`src/rtl/rv32_regfile_sb.sv`:
```
// rv32_regfile_sb: RV32 integer register file with an integrated issue
// scoreboard. It has NUM_RD combinational read ports with writeback bypass,
// and x0 is hardwired to zero. Busy bits track destinations that have been
// issued and not yet written back.
// Optional feature macro: RV_REGFILE_PARITY_EN adds per-register even parity
// storage and a parity check on each read port.
module rv32_regfile_sb #(
   parameter int XLEN     = 32,
   parameter int NUM_REGS = 32,
   parameter int NUM_RD   = 2,
   parameter int AW       = $clog2(NUM_REGS)
) (
   input  logic                   clk_in,
   input  logic                   reset_in,
   input  logic [NUM_RD*AW-1:0]   rs_addr_in,
   output logic [NUM_RD*XLEN-1:0] rs_data_out,
   output logic [NUM_RD-1:0]      rs_ready_out,
   input  logic                   issue_valid_in,
   input  logic [AW-1:0]          issue_rd_in,
   output logic                   issue_ready_out,
   input  logic                   wb_valid_in,
   input  logic [AW-1:0]          wb_rd_in,
   input  logic [XLEN-1:0]        wb_data_in,
   output logic [NUM_REGS-1:0]    busy_out,
   output logic [NUM_RD-1:0]      parity_err_out
);

   logic [XLEN-1:0]     regs_q [NUM_REGS];
   logic [XLEN-1:0]     regs_d [NUM_REGS];
   logic [NUM_REGS-1:0] busy_q;
   logic [NUM_REGS-1:0] busy_d;
   logic                wb_write;

`ifdef RV_REGFILE_PARITY_EN
   logic [NUM_REGS-1:0] par_q;
   logic [NUM_REGS-1:0] par_d;
`endif

   // x0 is never written; the writeback strobe alone still clears busy.
   assign wb_write = wb_valid_in && (wb_rd_in != '0);

   // A writeback landing on the requested rd this cycle frees it, so a WAW
   // reservation is accepted in the same cycle as the retiring write.
   assign issue_ready_out = issue_valid_in &&
                            ((issue_rd_in == '0) || !busy_q[issue_rd_in] ||
                             (wb_valid_in && (wb_rd_in == issue_rd_in)));

   assign busy_out = busy_q;

   // Next-state for the array and scoreboard; set is applied after clear so
   // a same-cycle issue of the written rd keeps the bit busy.
   always_comb begin
      regs_d = regs_q;
      busy_d = busy_q;
`ifdef RV_REGFILE_PARITY_EN
      par_d  = par_q;
`endif
      if (wb_valid_in) begin
         busy_d[wb_rd_in] = 1'b0;
      end
      if (wb_write) begin
         regs_d[wb_rd_in] = wb_data_in;
`ifdef RV_REGFILE_PARITY_EN
         par_d[wb_rd_in]  = ^wb_data_in;
`endif
      end
      if (issue_ready_out && (issue_rd_in != '0)) begin
         busy_d[issue_rd_in] = 1'b1;
      end
      busy_d[0] = 1'b0;
   end

   // Register array, parity bits and scoreboard; reset clears everything at once.
   always_ff @(posedge clk_in or posedge reset_in) begin
      if (reset_in) begin
         for (int i = 0; i < NUM_REGS; i++) begin
            regs_q[i] <= '0;
         end
         busy_q <= '0;
`ifdef RV_REGFILE_PARITY_EN
         par_q  <= '0;
`endif
      end else begin
         regs_q <= regs_d;
         busy_q <= busy_d;
`ifdef RV_REGFILE_PARITY_EN
         par_q  <= par_d;
`endif
      end
   end

   // Read ports: x0 first, then writeback bypass, then the array.
   for (genvar k = 0; k < NUM_RD; k++) begin : g_rd
      logic [AW-1:0] addr;
      logic          is_x0;
      logic          bypass;

      assign addr   = rs_addr_in[k*AW +: AW];
      assign is_x0  = (addr == '0);
      assign bypass = wb_valid_in && (wb_rd_in == addr);

      assign rs_data_out[k*XLEN +: XLEN] = is_x0  ? '0 :
                                           bypass ? wb_data_in : regs_q[addr];
      assign rs_ready_out[k] = is_x0 || bypass || !busy_q[addr];

`ifdef RV_REGFILE_PARITY_EN
      // Only array reads are checked; bypassed data never touched storage.
      assign parity_err_out[k] = (!is_x0 && !bypass) ?
                                 (par_q[addr] ^ (^regs_q[addr])) : 1'b0;
`else
      assign parity_err_out[k] = 1'b0;
`endif
   end

endmodule

```
`config.mk`:
```
export PLATFORM = sky130hd
export DESIGN_NAME = rv32_regfile_sb
export DESIGN_NICKNAME = d
export VERILOG_FILES = /design/src/rtl/rv32_regfile_sb.sv
export SDC_FILE = /design/constraint.sdc
export NUM_CORES = 2
export LEC_CHECK = 0
export ABC_CLOCK_PERIOD_IN_PS = 40100
export BUFFER_PORTS_ARGS = -buffer_cell sky130_fd_sc_hd__buf_4
export CAP_MARGIN = 20
export CORE_ASPECT_RATIO = 1.1
export CORE_MARGIN = 5
export CORE_UTILIZATION = 60
export CTS_CLUSTER_SIZE = 28
export DETAILED_ROUTE_END_ITERATION = 6
export PLACE_DENSITY = 0.87
export SLEW_MARGIN = 20
export SYNTH_ARGS = -nofsm -noshare
export SYNTH_HDL_FRONTEND = slang
export SYNTH_SLANG_ARGS = --single-unit
```
`constraint.sdc`:
```
create_clock -name clk_in -period 40.1 [get_ports clk_in]
set_input_delay 4.01 -clock clk_in [delete_from_list [all_inputs] [get_ports clk_in]]
set_output_delay 4.01 -clock clk_in [all_outputs]
set_load 0.02 [all_outputs]
```
==> key figures <==
Setup path
  • Required time worst endpoint: 36.09 ns
  • Worst Setup Start Kind: input port
  • Setup CP Type: in2out
  • Critical path capture point type: output port
  • Crit path arrival time: 8.14 ns
  • Crit path from: rs_addr_in[2]
  • Worst reg2reg startpoint: busy_out[29]$_DFF_PP0_
  • Crit Path Max Fanout: 46

Yosys
  • Count of different cell masters after synthesis: 56
  • Synth warn: 0
  • Register bit total from synthesis: 1055
  • EDFF count, synth: 0
  • Post-synth top flop: dfrtp_1
  • Seq/Total Area, Yosys: 0.464
  • Synthesized area per cell: 14.7 µm²
  • Yosys top cell by area: dfrtp_1
  • Share of flip-flops with an asynchronous set or reset: 1.00
  • Mapped Area: 56900 µm²
  • Cells after synthesis: 3869
  • Top-area cell type share of the netlist area: 0.464
  • Dominant cells by area after synthesis: dfrtp_1, mux2_2, mux4_2, mux2i_1, clkbuf_1

Clock tree
  • Post-CTS Hold Buffers: 0
  • Skew-Pair Late Insertion Delay: 0.70 ns
  • Clk slew on worst S/H paths: 0.06 ns
  • Sink Count: 1055
  • Root buffer cell: clkbuf_16
  • Post-CTS sizing: 0
  • # Post-CTS Setup Buffers: 0
  • CTS tree: yes
  • H-tree depth: 3
  • Clock Path Buffers: 3
  • Total CTS buffers: 101

GRT
  • Largest net degree at the start of global routing: 178
  • Antenna violations before repair: 10
  • First-pass GRT wire length: 275000 µm
  • GR Util All Layers: 0.362
  • Vias in the first global route: 41400
  • Total gr overflow: 0

Min path
  • Worst Hold Class: reg2reg
  • Worst hold path startpoint: regs_q[1001]$_DFFE_PP0P_

Timing
  • Slew headroom: 0.149
  • Final Worst Setup Slack: 27.95 ns
  • Fin Hold WS: 0.399 ns
  • Clock Skew: 0.00621 ns
  • Peak Freq: 82.3 MHz
  • Worst slew pin tran: 1.28 ns
  • Total negative slack: 0 ns
  • Final setup violation count: 0
  • Final hold vios: 0
  • Fin. max-slew vios: 0
  • Final Cycle Share: 0.303
  • RSZ-0062 raised after global routing: no
  • Crit path time final: 12.15 ns

Floorplan
  • Core area: 94200 µm²
  • Io pins: 157
  • # rows: 118
  • Die Height: 333 µm
  • Die Area: 101000 µm²
  • Die Width: 304 µm
  • Initial core utilization: 0.604

Power
  • Total Power: 3190 µW
  • Peak supply drop: 0.0375 mV
  • P_leak: 0.0267 µW
  • Power per Cell Area: 51.3 nW/µm²

Finish
  • Multi-input gate area: 28700 µm²
  • Layout cell share with drive strength beyond 1: 0.518
  • # nets final: 3809
  • Filler cells: 6187
  • Area growth syn-to-layout: 9.39%
  • Sequential cell area: 26400 µm²

Detailed routing
  • Wire per inst: 36.3 µm
  • DRC violation count after routing: 0
  • Routed Antenna Nets: 0
  • 1st-pass router iterations: 6
  • DRT iter0 DRCs: 5987
  • Routed via count: 40000
  • Vias per std cell: 7.83
  • Final WL: 186000 µm

Placement
  • DP HPWL: 103000 µm
  • Gpl congestion: 0.879
  • Pre-CTS setup slack: 28.18 ns
  • Number of I/O port buffers: 153

Outcome
  • Status: completed

Job
  • Max Cap Viol: 0
==> per-layer routing <==
layer | vias to the layer above | GRT usage | share of wire
met5 | - | 0.00419 | 0.00056
met4 | 8 | 0.239 | 0.080
met3 | 924 | 0.137 | 0.14
met2 | 3538 | 0.527 | 0.44
met1 | 20700 | 0.456 | 0.34
li1 | 14800 | - | -
==> cell usage after synthesis, types with 5 or more instances <==
cell      instances
o211ai_1         36
a22o_1           54
a221oi_1         20
a21oi_1          41
o32ai_1          12
dfrtp_1        1055
and2_1            6
nor2_1           42
mux4_2          493
o22ai_1          62
buf_2           125
buf_6            12
nor2b_1           9
o221ai_1         26
clkbuf_1        257
nor3b_1           6
xor2_1            8
o21ai_0          23
nor3_1            6
nand3_1          62
mux2_2         1023
nand3b_1         11
inv_1             9
and4_1            6
or3b_2            5
mux2i_1         102
a22oi_1          70
o211a_1          12
o31ai_1          19
buf_4            17
buf_1            45
o41ai_2           6
xnor2_1           7
a211oi_1         35
o2111a_1          7
nand2_1          99
or4_1             5
and3_1            9
==> flip-flops by register name (all words and copies together) (netlist names) <==
register  cells
busy_out     31
regs_q     1024
==> cell type report <==
type | instances | share of cell area
antenna | 8 | 0.000321
clock buffer | 158 | 0.0512
inverter | 9 | 0.000663
tap | 1260 | 0.0253
multi-input combinational | 2351 | 0.461
sequential | 1055 | 0.424
timing repair buffer | 235 | 0.0306
clock inverter | 34 | 0.00731
==> where the power goes <==
part	switching, µW	leakage, µW	internal, µW	total (µW)
Sequential	172	0.0135	1270	1440
Clock	434	0.00181	610	1040
Combinational	308	0.0114	399	707
Total	914	0.0267	2280	3190
==> placed cells by master (no fill, tap or decap), drive strengths merged, types with 9 or more instances in the layout <==
cell    instances
o221ai         26
o31ai          19
dfrtp        1055
nand3          62
inv            10
nand2         100
a22o           54
nor2           42
and3            9
buf           235
mux2i         102
nor2b           9
o21ai          23
a22oi          70
clkbuf        158
a21oi          41
o32ai          12
nand3b         11
a211oi         35
bufinv         10
o211ai         36
mux2         1023
a221oi         20
clkinv         21
o211a          12
o22ai          62
mux4          493
==> logic make-up (layout without fill, tap and decap cells) <==
logic type	after synthesis	in the layout	share of synthesized area
compound gates	430	430	0.0571
xor+xnor	15	15	0.00231
buf+inv	465	436	0.0361
flops	1055	1055	0.464
mux	1618	1618	0.415
other cells	1	11	0.0000659
simple gates	285	285	0.0252
==> stage by stage <==
step	instances	instance area [µm²]	util
after floorplan	3871	56900	-
after global placement	4908	58500	0.621
after detailed placement	4908	58500	0.622
after CTS	5100	62200	0.660
after global routing	5107	62300	0.661
final	5110	62300	0.661
==> worst paths after layout <==
check,to,slack (ns),depth (start not counted)
worst max-delay path,rs_data_out[31],27.95,8
worst min-delay path,regs_q[1001]$_DFFE_PP0P_,0.40,0
worst max register to register,busy_out[4]$_DFF_PP0_,37.85,6
worst min register to register,regs_q[1001]$_DFFE_PP0P_,0.40,0
max in group asynchronous,regs_q[977]$_DFFE_PP0P_,32.48,6
min in group asynchronous,regs_q[180]$_DFFE_PP0P_,3.50,2
==> worst max-delay path: stages <==
cell and delay, ns:
buf_4 0.48, buf_4 0.88, or3b_2 0.60, buf_4 0.69, o22ai_1 0.19, a211oi_1 0.59
a22o_1 0.40, buf_4 0.21
Power figures use the tool's default switching activity.
